### src/rtl/inst_set_pkg.sv
// inst_set: shared instruction-set constants, field positions and opcode classification.
// No ports; imported by the decode stage and its operand mux.
package inst_set;
    localparam logic [5:0] INST_J = 6'h02;
    localparam int REGW    = 5;
    localparam int OP_HI   = 31;
    localparam int OP_LO   = 26;
    localparam int FP_BIT  = 30;
    localparam int BANK_HI = 29;
    localparam int BANK_LO = 26;
    localparam int RD_HI   = 25;
    localparam int RD_LO   = 21;
    localparam int RA_HI   = 20;
    localparam int RA_LO   = 16;
    localparam int RB_HI   = 15;
    localparam int RB_LO   = 11;
    localparam int OFF_HI  = 15;
    localparam int OFF_LO  = 0;

    function automatic logic is_branch_inst(input logic [5:0] op);
        return op inside {6'h04, 6'h05, 6'h06, 6'h07};
    endfunction
endpackage

### src/rtl/decode_pipe_fwd_mux.sv
// fwd_mux: picks an operand from the lowest-numbered matching forwarding port, else dflt.
// Ports: valid/no/fmode_vec/data_vec = forwarding ports; sel_no/sel_fmode = register wanted;
//        dflt = fallback data; data = selected operand.
module fwd_mux
    import inst_set::*;
#(
    parameter int XLEN = 32,
    parameter int NFWD = 2
) (
    input  logic [NFWD-1:0]      valid,
    input  logic [NFWD*REGW-1:0] no,
    input  logic [NFWD-1:0]      fmode_vec,
    input  logic [NFWD*XLEN-1:0] data_vec,
    input  logic [REGW-1:0]      sel_no,
    input  logic                 sel_fmode,
    input  logic [XLEN-1:0]      dflt,
    output logic [XLEN-1:0]      data
);
    // Integer r0 is hardwired zero, so it never takes forwarded data.
    logic fwd_ok;
    assign fwd_ok = sel_fmode || (sel_no != '0);

    // Walk from the highest port down so the lowest matching port is written last.
    always_comb begin
        data = dflt;
        for (int i = NFWD - 1; i >= 0; i--)
            if (fwd_ok && valid[i] && no[i*REGW +: REGW] == sel_no && fmode_vec[i] == sel_fmode)
                data = data_vec[i*XLEN +: XLEN];
    end
endmodule

### src/rtl/decode_pipe.sv
// decode_pipe: one-entry decode stage; splits the instruction, reads/forwards operands,
// refreshes held operands while stalled and counts stall cycles.
// Ports: clk/rstn (sync, active-low); flush; in_valid/in_ready + pc/command upstream;
//        reg1/reg2/fmode1/fmode2 -> regfile, reg_out1/reg_out2 <- regfile;
//        fwd_* forwarding ports; out_valid/out_ready + decoded bundle downstream; stall_cnt.
module decode_pipe
    import inst_set::*;
#(
    parameter int XLEN = 32,
    parameter int NFWD = 2,
    parameter int CNTW = 32
) (
    input  logic                 clk,
    input  logic                 rstn,
    input  logic                 flush,
    input  logic                 in_valid,
    output logic                 in_ready,
    input  logic [XLEN-1:0]      pc,
    input  logic [31:0]          command,
    output logic [4:0]           reg1,
    output logic [4:0]           reg2,
    output logic                 fmode1,
    output logic                 fmode2,
    input  logic [XLEN-1:0]      reg_out1,
    input  logic [XLEN-1:0]      reg_out2,
    input  logic [NFWD-1:0]      fwd_valid,
    input  logic [NFWD*5-1:0]    fwd_no,
    input  logic [NFWD-1:0]      fwd_fmode,
    input  logic [NFWD*XLEN-1:0] fwd_data,
    output logic                 out_valid,
    input  logic                 out_ready,
    output logic [5:0]           opecode,
    output logic [15:0]          offset,
    output logic [XLEN-1:0]      pc_out,
    output logic [XLEN-1:0]      rs,
    output logic [XLEN-1:0]      rt,
    output logic [4:0]           rd_no,
    output logic [4:0]           rs_no,
    output logic [4:0]           rt_no,
    output logic                 fmode1_reg,
    output logic                 fmode2_reg,
    output logic [CNTW-1:0]      stall_cnt
);
    logic [XLEN-1:0] cap_rs, cap_rt, ref_rs, ref_rt;
    logic            cap, stalled, bank_zero;

    // Bank-zero and branch formats carry the second source in the rd field.
    assign bank_zero = command[BANK_HI:BANK_LO] == '0;
    assign reg1      = command[RA_HI:RA_LO];
    assign reg2      = (bank_zero || is_branch_inst(command[OP_HI:OP_LO])) ? command[RD_HI:RD_LO]
                                                                         : command[RB_HI:RB_LO];
    assign fmode1    = command[FP_BIT] && !bank_zero;
    assign fmode2    = command[FP_BIT];
    assign in_ready  = !out_valid || out_ready;
    assign cap       = in_valid && in_ready;
    assign stalled   = out_valid && !out_ready;

    fwd_mux #(.XLEN(XLEN), .NFWD(NFWD)) u_cap_rs (
        .valid(fwd_valid), .no(fwd_no), .fmode_vec(fwd_fmode), .data_vec(fwd_data),
        .sel_no(reg1), .sel_fmode(fmode1), .dflt(reg_out1), .data(cap_rs)
    );
    fwd_mux #(.XLEN(XLEN), .NFWD(NFWD)) u_cap_rt (
        .valid(fwd_valid), .no(fwd_no), .fmode_vec(fwd_fmode), .data_vec(fwd_data),
        .sel_no(reg2), .sel_fmode(fmode2), .dflt(reg_out2), .data(cap_rt)
    );
    // Refresh muxes default to the held value, so a miss leaves the operand unchanged.
    fwd_mux #(.XLEN(XLEN), .NFWD(NFWD)) u_ref_rs (
        .valid(fwd_valid), .no(fwd_no), .fmode_vec(fwd_fmode), .data_vec(fwd_data),
        .sel_no(rs_no), .sel_fmode(fmode1_reg), .dflt(rs), .data(ref_rs)
    );
    fwd_mux #(.XLEN(XLEN), .NFWD(NFWD)) u_ref_rt (
        .valid(fwd_valid), .no(fwd_no), .fmode_vec(fwd_fmode), .data_vec(fwd_data),
        .sel_no(rt_no), .sel_fmode(fmode2_reg), .dflt(rt), .data(ref_rt)
    );

    always_ff @(posedge clk) begin
        if (!rstn) begin
            out_valid  <= 1'b0;
            opecode    <= INST_J;
            offset     <= '0;
            pc_out     <= '0;
            rs         <= '0;
            rt         <= '0;
            rd_no      <= '0;
            rs_no      <= '0;
            rt_no      <= '0;
            fmode1_reg <= 1'b0;
            fmode2_reg <= 1'b0;
            stall_cnt  <= '0;
        end else begin
            if (stalled && !(&stall_cnt))
                stall_cnt <= stall_cnt + 1'b1;
            if (flush) begin
                out_valid <= 1'b0;
                opecode   <= INST_J;
            end else if (cap) begin
                out_valid  <= 1'b1;
                opecode    <= command[OP_HI:OP_LO];
                offset     <= command[OFF_HI:OFF_LO];
                pc_out     <= pc;
                rd_no      <= command[RD_HI:RD_LO];
                rs_no      <= reg1;
                rt_no      <= reg2;
                fmode1_reg <= fmode1;
                fmode2_reg <= fmode2;
                rs         <= cap_rs;
                rt         <= cap_rt;
            end else if (out_ready) begin
                out_valid <= 1'b0;
            end else if (out_valid) begin
                rs <= ref_rs;
                rt <= ref_rt;
            end
        end
    end
endmodule

### config.mk
export PLATFORM = sky130hd
export DESIGN_NAME = decode_pipe
export DESIGN_NICKNAME = d
export VERILOG_FILES = /design/src/rtl/inst_set_pkg.sv /design/src/rtl/decode_pipe_fwd_mux.sv /design/src/rtl/decode_pipe.sv
export SDC_FILE = /design/constraint.sdc
export NUM_CORES = 1
export LEC_CHECK = 0
export ABC_AREA = 1
export CAP_MARGIN = 20
export CORE_ASPECT_RATIO = 0.7
export CORE_MARGIN = 5
export CORE_UTILIZATION = 40
export CTS_BUF_LIST = sky130_fd_sc_hd__clkbuf_8
export DETAILED_ROUTE_END_ITERATION = 12
export PLACE_DENSITY_LB_ADDON = 0.12
export SYNTH_ARGS = -nofsm -noshare
export SYNTH_HDL_FRONTEND = slang
export SYNTH_HIERARCHICAL = 1
export SYNTH_SLANG_ARGS = --single-unit
### constraint.sdc
create_clock -name clk -period 2.8 [get_ports clk]
set_input_delay 0.56 -clock clk [delete_from_list [all_inputs] [get_ports clk]]
set_output_delay 0.56 -clock clk [all_outputs]
set_load 0.01 [all_outputs]
### Word level (Yosys, flattened, before mapping)

Cells that the tools add are included.

* mux-type cells: 17
* bitwise gates (word level): 2
* add/subtract/negate cells: 1
* reductions and logical operators: 53
* eq/ne operators: 21

Operator list (number)
* two-way mux 32 bit: 14
* equality test 5 bit: 8
* adder 32 x 1 -> 32 bit, second input constant: 1
* AND reduction 32 bit: 1
* logical AND 1 bit: 28
* equality test 6 x 3 -> 1 bit, second input constant: 4
* nonzero test 5 bit: 4
* equality test 1 bit: 8
* AND reduction 4 bit: 2
* logical OR 1 bit: 6
* nonzero test 3 bit: 2
* two-way mux 5 bit: 1
* logical NOT 1 bit: 4
* logical NOT 4 bit: 1
* nonzero test 2 bit: 2
* nonzero test 4 bit: 1
* two-way mux 1 bit: 2
* != test 2 x 1 -> 1 bit, second input constant: 1
* inverter 1 bit: 2
* AND reduction 2 bit: 1
* OR reduction 2 bit: 1

* logic and storage cells: 106
* output and inout port bits: 181
* bits of input ports: 211
* flip-flop bits (word level): 168

### Depth between registers and ports, before layout

Gate-level depths: netlist of run 1.

* depth in word-level cells: 12
* mapped depth: 19
* gate-level depth less buffers: 18

### Cells and area by module

The synthesis of run 1 kept the hierarchy.

By module, submodules not included
* decode_pipe: cells each 1107, area each 7778.7 µm², seq. area each 3363.2 µm², instances 1
* fwd_mux: cells each 300, area each 1820.5 µm², seq. area each 0.0 µm², instances 4

### Worst setup path before layout of run 1

OpenSTA, ideal clock, no wires.

* path kind: input -> register
* start point: input command[28]
* end point: register rt[10]
* setup slack: 0.146 ns
* data arrival time: 2.538 ns
* stages: 16
* buffers on the path: 1
* library setup time: 0.116 ns
* required time: 2.684 ns
* cells stage by stage: nor2_1 -> nand2_1 -> o21ai_1 -> o21ai_0 -> nor2_1 -> nand2_1 -> nor2_4 -> nor2_4 -> clkbuf_4 -> nand4_1 -> nand3_2 -> nand2_2 -> nand2_1 -> nand3_1 -> o211ai_1 -> inv_1

* word-level cells in the longest chain between the ends: 12
* elaborated cells between the ends (all ways): 21
* those cells by class: eq/ne (6); mux (4); reduce/logical (11)

Ends and longest elaborated chain
* start: declaration: RTL line decode_pipe.sv:19 `input logic [31:0] command,`
* equality test 6 x 3 -> 1 bit: RTL line inst_set_pkg.sv:21 `return op inside {6'h04, 6'h05, 6'h06, 6'h07};`
* nonzero test 4 bit: RTL line inst_set_pkg.sv:21
* logical OR 1 bit *: RTL line decode_pipe.sv:50 `assign reg2 = (bank_zero || is_branch_inst(command[OP_HI:OP_LO])) ? command[RD_HI:RD_LO]`
* two-way mux 5 bit *: RTL line decode_pipe.sv:50
* net reg2[4]: RTL line decode_pipe.sv:21 `output logic [4:0] reg2,`
* nonzero test 5 bit: RTL line decode_pipe_fwd_mux.sv:21 `assign fwd_ok = sel_fmode || (sel_no != '0);`
* logical OR 1 bit: RTL line decode_pipe_fwd_mux.sv:21
* logical AND 1 bit (3 in a row): RTL line decode_pipe_fwd_mux.sv:27 `if (fwd_ok && valid[i] && no[i*REGW +: REGW] == sel_no && fmode_vec[i] == sel_fmode)`
* two-way mux 32 bit: RTL line decode_pipe_fwd_mux.sv:27
* two-way mux 32 bit *: RTL line decode_pipe_fwd_mux.sv:27
* net cap_rt[10]: RTL line decode_pipe.sv:44 `logic [XLEN-1:0] cap_rs, cap_rt, ref_rs, ref_rt;`
* two-way mux 32 bit *: RTL line decode_pipe.sv:96 `end else if (cap) begin`
* end signal: assignment: RTL line decode_pipe.sv:107 `rt <= cap_rt;`
* end signal: assignment: RTL line decode_pipe.sv:112 `rt <= ref_rt;`
* end: declaration: RTL line decode_pipe.sv:36 `output logic [XLEN-1:0] rt,`

The timed path passes the listed nets; every way through them passes the cells marked *.
A chain may end at the register's enable or synchronous reset.

### Worst setup path in the final report of run 1

* start point: input command[30]
* end point: register rt[22]

* word-level cells in the longest chain between the ends: 12
* elaborated cells between the ends (all ways): 22
* those cells by class: eq/ne (8); mux (4); reduce/logical (10)

Ends and longest elaborated chain (RTL line)
* equality test 6 x 3 -> 1 bit: inst_set_pkg.sv:21
* nonzero test 4 bit: inst_set_pkg.sv:21
* logical OR 1 bit: decode_pipe.sv:50
* two-way mux 5 bit: decode_pipe.sv:50
* nonzero test 5 bit: decode_pipe_fwd_mux.sv:21
* logical OR 1 bit: decode_pipe_fwd_mux.sv:21
* logical AND 1 bit (3 in a row): decode_pipe_fwd_mux.sv:27
* two-way mux 32 bit: decode_pipe_fwd_mux.sv:27
* two-way mux 32 bit *: decode_pipe_fwd_mux.sv:27
* net cap_rt[22]: decode_pipe.sv:44
* two-way mux 32 bit *: decode_pipe.sv:96

Marks and branches as above.

==> results of run 1 <==
routing by layer:
metal / share of wire / track usage / vias up
li1: - / - / 8124
met1: 0.43 / 0.357 / 7942
met2: 0.47 / 0.463 / 711
met3: 0.073 / 0.0564 / 98
met4: 0.025 / 0.0836 / 0
met5: 0 / 0 / -
power by group:
part	switching, mW	total [mW]	internal [mW]
sequential	0.110	2.63	2.52
combinational	1.43	2.50	1.07
clock	1.23	1.93	0.696
layout make-up:
class,count,share of cell area
Clock inverter,15,0.00892
Clock buffer,17,0.0115
Inverter,413,0.0762
Timing Repair Buffer,484,0.256
Tap cell,488,0.0300
Multi-Input combinational cell,1561,0.451
Sequential cell,168,0.165
Antenna cell,2,0.000246
how the worst max path moves through the flow:
stage,endpoint,startpoint,slack [ns]
floorplan,rt[10],command[28],0.15
finish,rt[22],command[30],0.13
detailed placement,rt[0],command[29],-0.58
global placement,rt[2],command[29],-0.62
CTS,rt[22],command[28],0.005
global route,rt[18],command[30],-0.0002
cell usage in the layout (no fill, tap or decap), types with 5 or more instances in the layout:
cell type          n
inv_8              5
a21oi_1           13
clkbuf_8          17
dfxtp_1          168
clkdlybuf4s50_1  379
o21a_1             5
o21ai_2            5
o21ai_1           22
a21oi_2           20
nand3_2          132
nand2_1          356
buf_6              5
inv_2             14
nor2_1           184
xnor2_1            9
o21ai_0           71
dlymetal6s2s_1     6
o211ai_1          62
inv_1            399
buf_4             44
buf_12            42
nand4_1          261
nand3_1           90
nand2_2          261
nor2_4            30
xor2_1             9
nor2_8             5
timing repair:
item,CTS,global route
pin swaps,2,9
setup buffers,2,5
endpoints found under the setup margin,15,36
cloned,1,4
gates resized for setup,27,12
critical path: stages:
cell             delay (ns)
clkdlybuf4s50_1        0.45
o21ai_2                0.22
buf_6                  0.15
nand2_1                0.04
o21ai_0                0.07
buf_4                  0.14
buf_6                  0.12
nand2_1                0.05
nand2_1                0.08
nand2_2                0.10
nor2_8                 0.17
nand3_4                0.22
buf_12                 0.23
nand2_2                0.06
nand3_2                0.07
nand2_2                0.06
nand2_1                0.05
nand3_1                0.11
o211ai_1               0.09
inv_1                  0.08
cells by family (layout without fill, tap and decap cells):
kind of cell    count (synthesis)  in the layout
other cells                     0              2
simple gates                 1331           1331
compound gates                211            211
flops                         168            168
fa+ha+maj                       1              1
buf+inv                       578            929
xor+xnor                       18             18
==> flow_metrics.tcl, run 1 <==
set metrics [dict create \
    cts_hold_buf 0 \
    grt_pass1_wl_um 92600 \
    ys_ff_latch 168 \
    cts-root-buf "clkbuf_8" \
    regArea_um2 3360 \
    areaGrowthSynthToFinish_pct 35.0 \
    finalMaxSlewViolations 0 \
    r2r_end "stall_cnt[8]" \
    ant_nets 0 \
    fp.coreArea_um2 37200 \
    route.detailed.drc 0 \
    vias 16875 \
    synth_compound_area_frac 0.0884 \
    run_status "finished, final reports clean" \
    clk_latency_ns 0.52 \
    dp_hpwl_um 42600 \
    grtUsageTotal 0.274 \
    clockBufferDepth 2 \
    slew_headroom 0.675 \
    synthCells 2307 \
    crit_type "input pin to register" \
    synth-xor-area-share 0.0105 \
    yosysWarningCount 6 \
    p_per_area_nw_per_um2 347 \
    firstDrtPassIters 6 \
    hold_path.startpoint "command[27]" \
    wire_per_inst_um 19.0 \
    place.gp.congestion 0.903 \
    synth_area_per_cell_um2 6.53 \
    r2r-start "stall_cnt[1]" \
    finClkSkew_ns 0.0261 \
    worst_pin_slew_ns 0.487 \
    initial_core_util 0.405 \
    fin_tns_setup_ns 0 \
    syn_area_um2 15100 \
    fin_area_um2 20300 \
    async_flop_share 0 \
    fin_cells 3148 \
    hold_path.class "input pin to register" \
    gr-total-overflow 0 \
    multi_input_area_um2 9180 \
    yosysMostFrequentCell "inv_1" \
    synthSimpleGateAreaFrac 0.507 \
    drive_above_1_share 0.229 \
    cts_tree "done" \
    viasPerCell 5.36 \
    whs_ns 0.299 \
    hold_violations 0 \
    muxShareOfSynthArea 0 \
    synthFlopType "dfxtp_1" \
    die_y_um 172 \
    dp_cells 3103 \
    synth_edf_count 0 \
    fin_ws_ns 0.135 \
    critPathLaunchType "input pin" \
    rows 59 \
    synth_top_family_by_area "simple AND/OR/NAND/NOR gates" \
    fillCellCount 3705 \
    yosysTopAreaCell "dfxtp_1" \
    final_util 0.546 \
    crit_required_ns 3.27 \
    max_freq_mhz 375 \
    crit_arrival_ns 3.13 \
    post_dp_cell_area_um2 19700 \
    grt_max_degree 71 \
    antenna_found_initial 2 \
    die-width_um 242 \
    r2r_slack_ns 0.71 \
    ys_types 35 \
    p_leak_nw 9.45 \
    synthTopCellsByCount "inv_1, nand2_1, nand2_2, nand4_1, nor2_1" \
    crit_fanout 7 \
    clk_pin_slew_worst_paths_ns 0.11 \
    clkSinkCount 168 \
    numCtsBuffers 17 \
    setup_viol 0 \
    cap_violations 0 \
    yosys-top-cells-area "dfxtp_1, nand2_2, nand4_1, inv_1, nand2_1" \
    period_needed_ns 2.67 \
    power_mw 7.06 \
    place.port_buffers 391 \
    mappedNetlistNets 2519 \
    reg2reg_depth 10 \
    seq_area_frac_synth 0.223 \
    grt_pass1_vias 16223 \
    h-tree-depth 4 \
    die_area_um2 41700 \
    finalNetCount 2857 \
    holdPathEnd "opecode[1]" \
    post-route-period-util 0.952 \
    drt_iter0_drc 1371 \
    synth_top_area_frac 0.223 \
    ios 392 \
    worstSetupEndpointType "register" \
    hold_depth 3 \
    place_ws_ns -0.581 \
    peakVddDrop_v 0.000256 \
    synthAdderAreaFrac 0.000831 \
    wirelength_um 59900 \
]
No activity file was read; power rests on OpenSTA's default activity.
==> run 2, diff against run 1 <==
- CORE_ASPECT_RATIO: 0.7 -> not set
==> run 2 against run 1 <==
Effect of this change: cell count grew 0.35%; core utilization shrank 0.46 points; final area shrank 0.32%; worst hold slack better by 0.048 ns; sequential power about the same; sequential share of layout area grew 0.053 points; global-route usage increased by 0.80 points; flip-flop and latch count unchanged; critical path depth decreased by 10; largest cell class unchanged; largest power group unchanged.
==> flow_metrics.tcl, run 2 (same netlist as run 1, synthesis figures left out) <==
set metrics [dict create \
    wirelength_um 61200 \
    firstDrtPassIters 8 \
    worstSetupEndpointType "primary output" \
    initial_core_util 0.403 \
    peakVddDrop_v 0.000302 \
    clockPowerShare 0.287 \
    max_freq_mhz 365 \
    cp-startpoint "command[27]" \
    hold_violations 0 \
    setup_viol 0 \
    worst_pin_slew_ns 0.697 \
    finalMaxSlewViolations 0 \
    die-width_um 204 \
    final_common_cell "inv_1" \
    run_status "finished, final reports clean" \
    place.gp.congestion 0.910 \
    clockBufferDepth 2 \
    combPwrFrac 0.346 \
    crit_required_ns 2.24 \
    hold_path.class "input pin to register" \
    areaGrowthSynthToFinish_pct 34.6 \
    power_mw 7.19 \
    post_dp_cell_area_um2 19700 \
    reg2reg_depth 10 \
    r2r_slack_ns 0.72 \
    die_area_um2 41600 \
    finalNetCount 2845 \
    critPathLaunchType "input pin" \
    clk_pin_slew_worst_paths_ns 0.11 \
    crit_fanout 6 \
    grt_max_degree 71 \
    gr-total-overflow 0 \
    crit_arrival_ns 2.18 \
    clk_latency_ns 0.53 \
    rows 71 \
    final_cell_mix "inv_1, clkdlybuf4s50_1, nand2_1, nand2_2, nand4_1" \
    viasPerCell 5.39 \
    h-tree-depth 4 \
    place.port_buffers 391 \
    r2r_end "stall_cnt[12]" \
    endpoint "reg2[4]" \
    cap_violations 0 \
    clkSinkCount 168 \
    p_leak_nw 9.38 \
    post-route-period-util 0.979 \
    fp.coreArea_um2 37400 \
    die_y_um 204 \
    dp_hpwl_um 43600 \
    switchingPower_mw 2.74 \
    grt_pass1_vias 16604 \
    p_seq_frac 0.367 \
    slew_headroom 0.536 \
    grt_pass1_wl_um 93800 \
    cts_hold_buf 0 \
    swShare 0.380 \
    p_int_mw 4.45 \
    numCtsBuffers 17 \
    route.detailed.drc 0 \
    ant_nets 0 \
    finClkSkew_ns 0.0283 \
    antenna_found_initial 3 \
    period_needed_ns 2.74 \
    wire_per_inst_um 19.4 \
    cts_tree "done" \
    cts-root-buf "clkbuf_8" \
    drive_above_1_share 0.226 \
    whs_ns 0.347 \
    p_per_area_nw_per_um2 355 \
    r2r-start "stall_cnt[0]" \
    fin_area_um2 20300 \
    crit_type "input pin to primary output" \
    ios 392 \
    grtUsageTotal 0.282 \
    drt_iter0_drc 1200 \
    vias 17034 \
]
## run 2: cell type report
class                   instances  area, um^2
flip-flops and latches        168        3360
clock inverters                14         198
well taps                     511         639
multi-input cells            1561        9180
fillers                      3710       17100
repair buffers                472        5090
inverters                     413        1550
diodes                          2        5.00
clock buffers                  18         248
## run 2: power by group through the flow
stage          clock network (mW)  registers (mW)  logic, mW
2_1_floorplan                   0            2.72       1.20
3_3_place_gp                    0            2.69       2.42
3_5_place_dp                    0            2.69       2.45
4_1_cts                      2.11            2.64       2.46
5_1_grt                      2.20            2.66       2.65
6_report                     2.06            2.64       2.49
## run 2: worst max-delay path, stage by stage
cell and delay, ns:
clkdlybuf4s50_1 0.42, nor2_1 0.15, nand2_2 0.09, o21ai_4 0.12
buf_12 0.15, nand2_1 0.04, o21ai_0 0.06, buf_4 0.18
buf_4 0.13, dlygate4sd2_1 0.26
## run 2: how the worst min path moves through the flow
| stage | from | slack [ns] | cells after the start | to |
|---|---|---|---|---|
| after floorplan | opecode[0] | 0.48 | 2 | opecode[0] |
| after global placement | opecode[0] | 0.45 | 2 | opecode[0] |
| after detailed placement | opecode[1] | 0.46 | 2 | opecode[1] |
| after CTS | rstn | 0.31 | 3 | stall_cnt[0] |
| after global routing | rstn | 0.31 | 3 | offset[10] |
| final | command[31] | 0.35 | 3 | opecode[5] |
## run 2: repair_timing
item,CTS,global route
endpoints found under the setup margin,38,37
resized for setup,18,9
buffers inserted,1,0
pin swaps,1,8
cloned,0,1
## run 2: metrics by stage
step	util	instances	setup WS, ns	setup TNS (ns)
2_1_floorplan	-	2307	0.146	0
3_3_place_gp	0.528	3123	-0.545	-23.28
3_5_place_dp	0.528	3123	-0.648	-27.10
4_1_cts	0.540	3156	0.0232	0
5_1_grt	0.542	3157	-0.00574	-0.00574
6_report	0.542	3159	0.0595	0
## run 2: routing by layer
layer / up-vias / track usage / part of all wire
met5: - / 0 / 0.00033
met2: 844 / 0.474 / 0.47
met3: 173 / 0.0862 / 0.10
li1: 8092 / - / -
met4: 2 / 0.122 / 0.042
met1: 7923 / 0.334 / 0.39
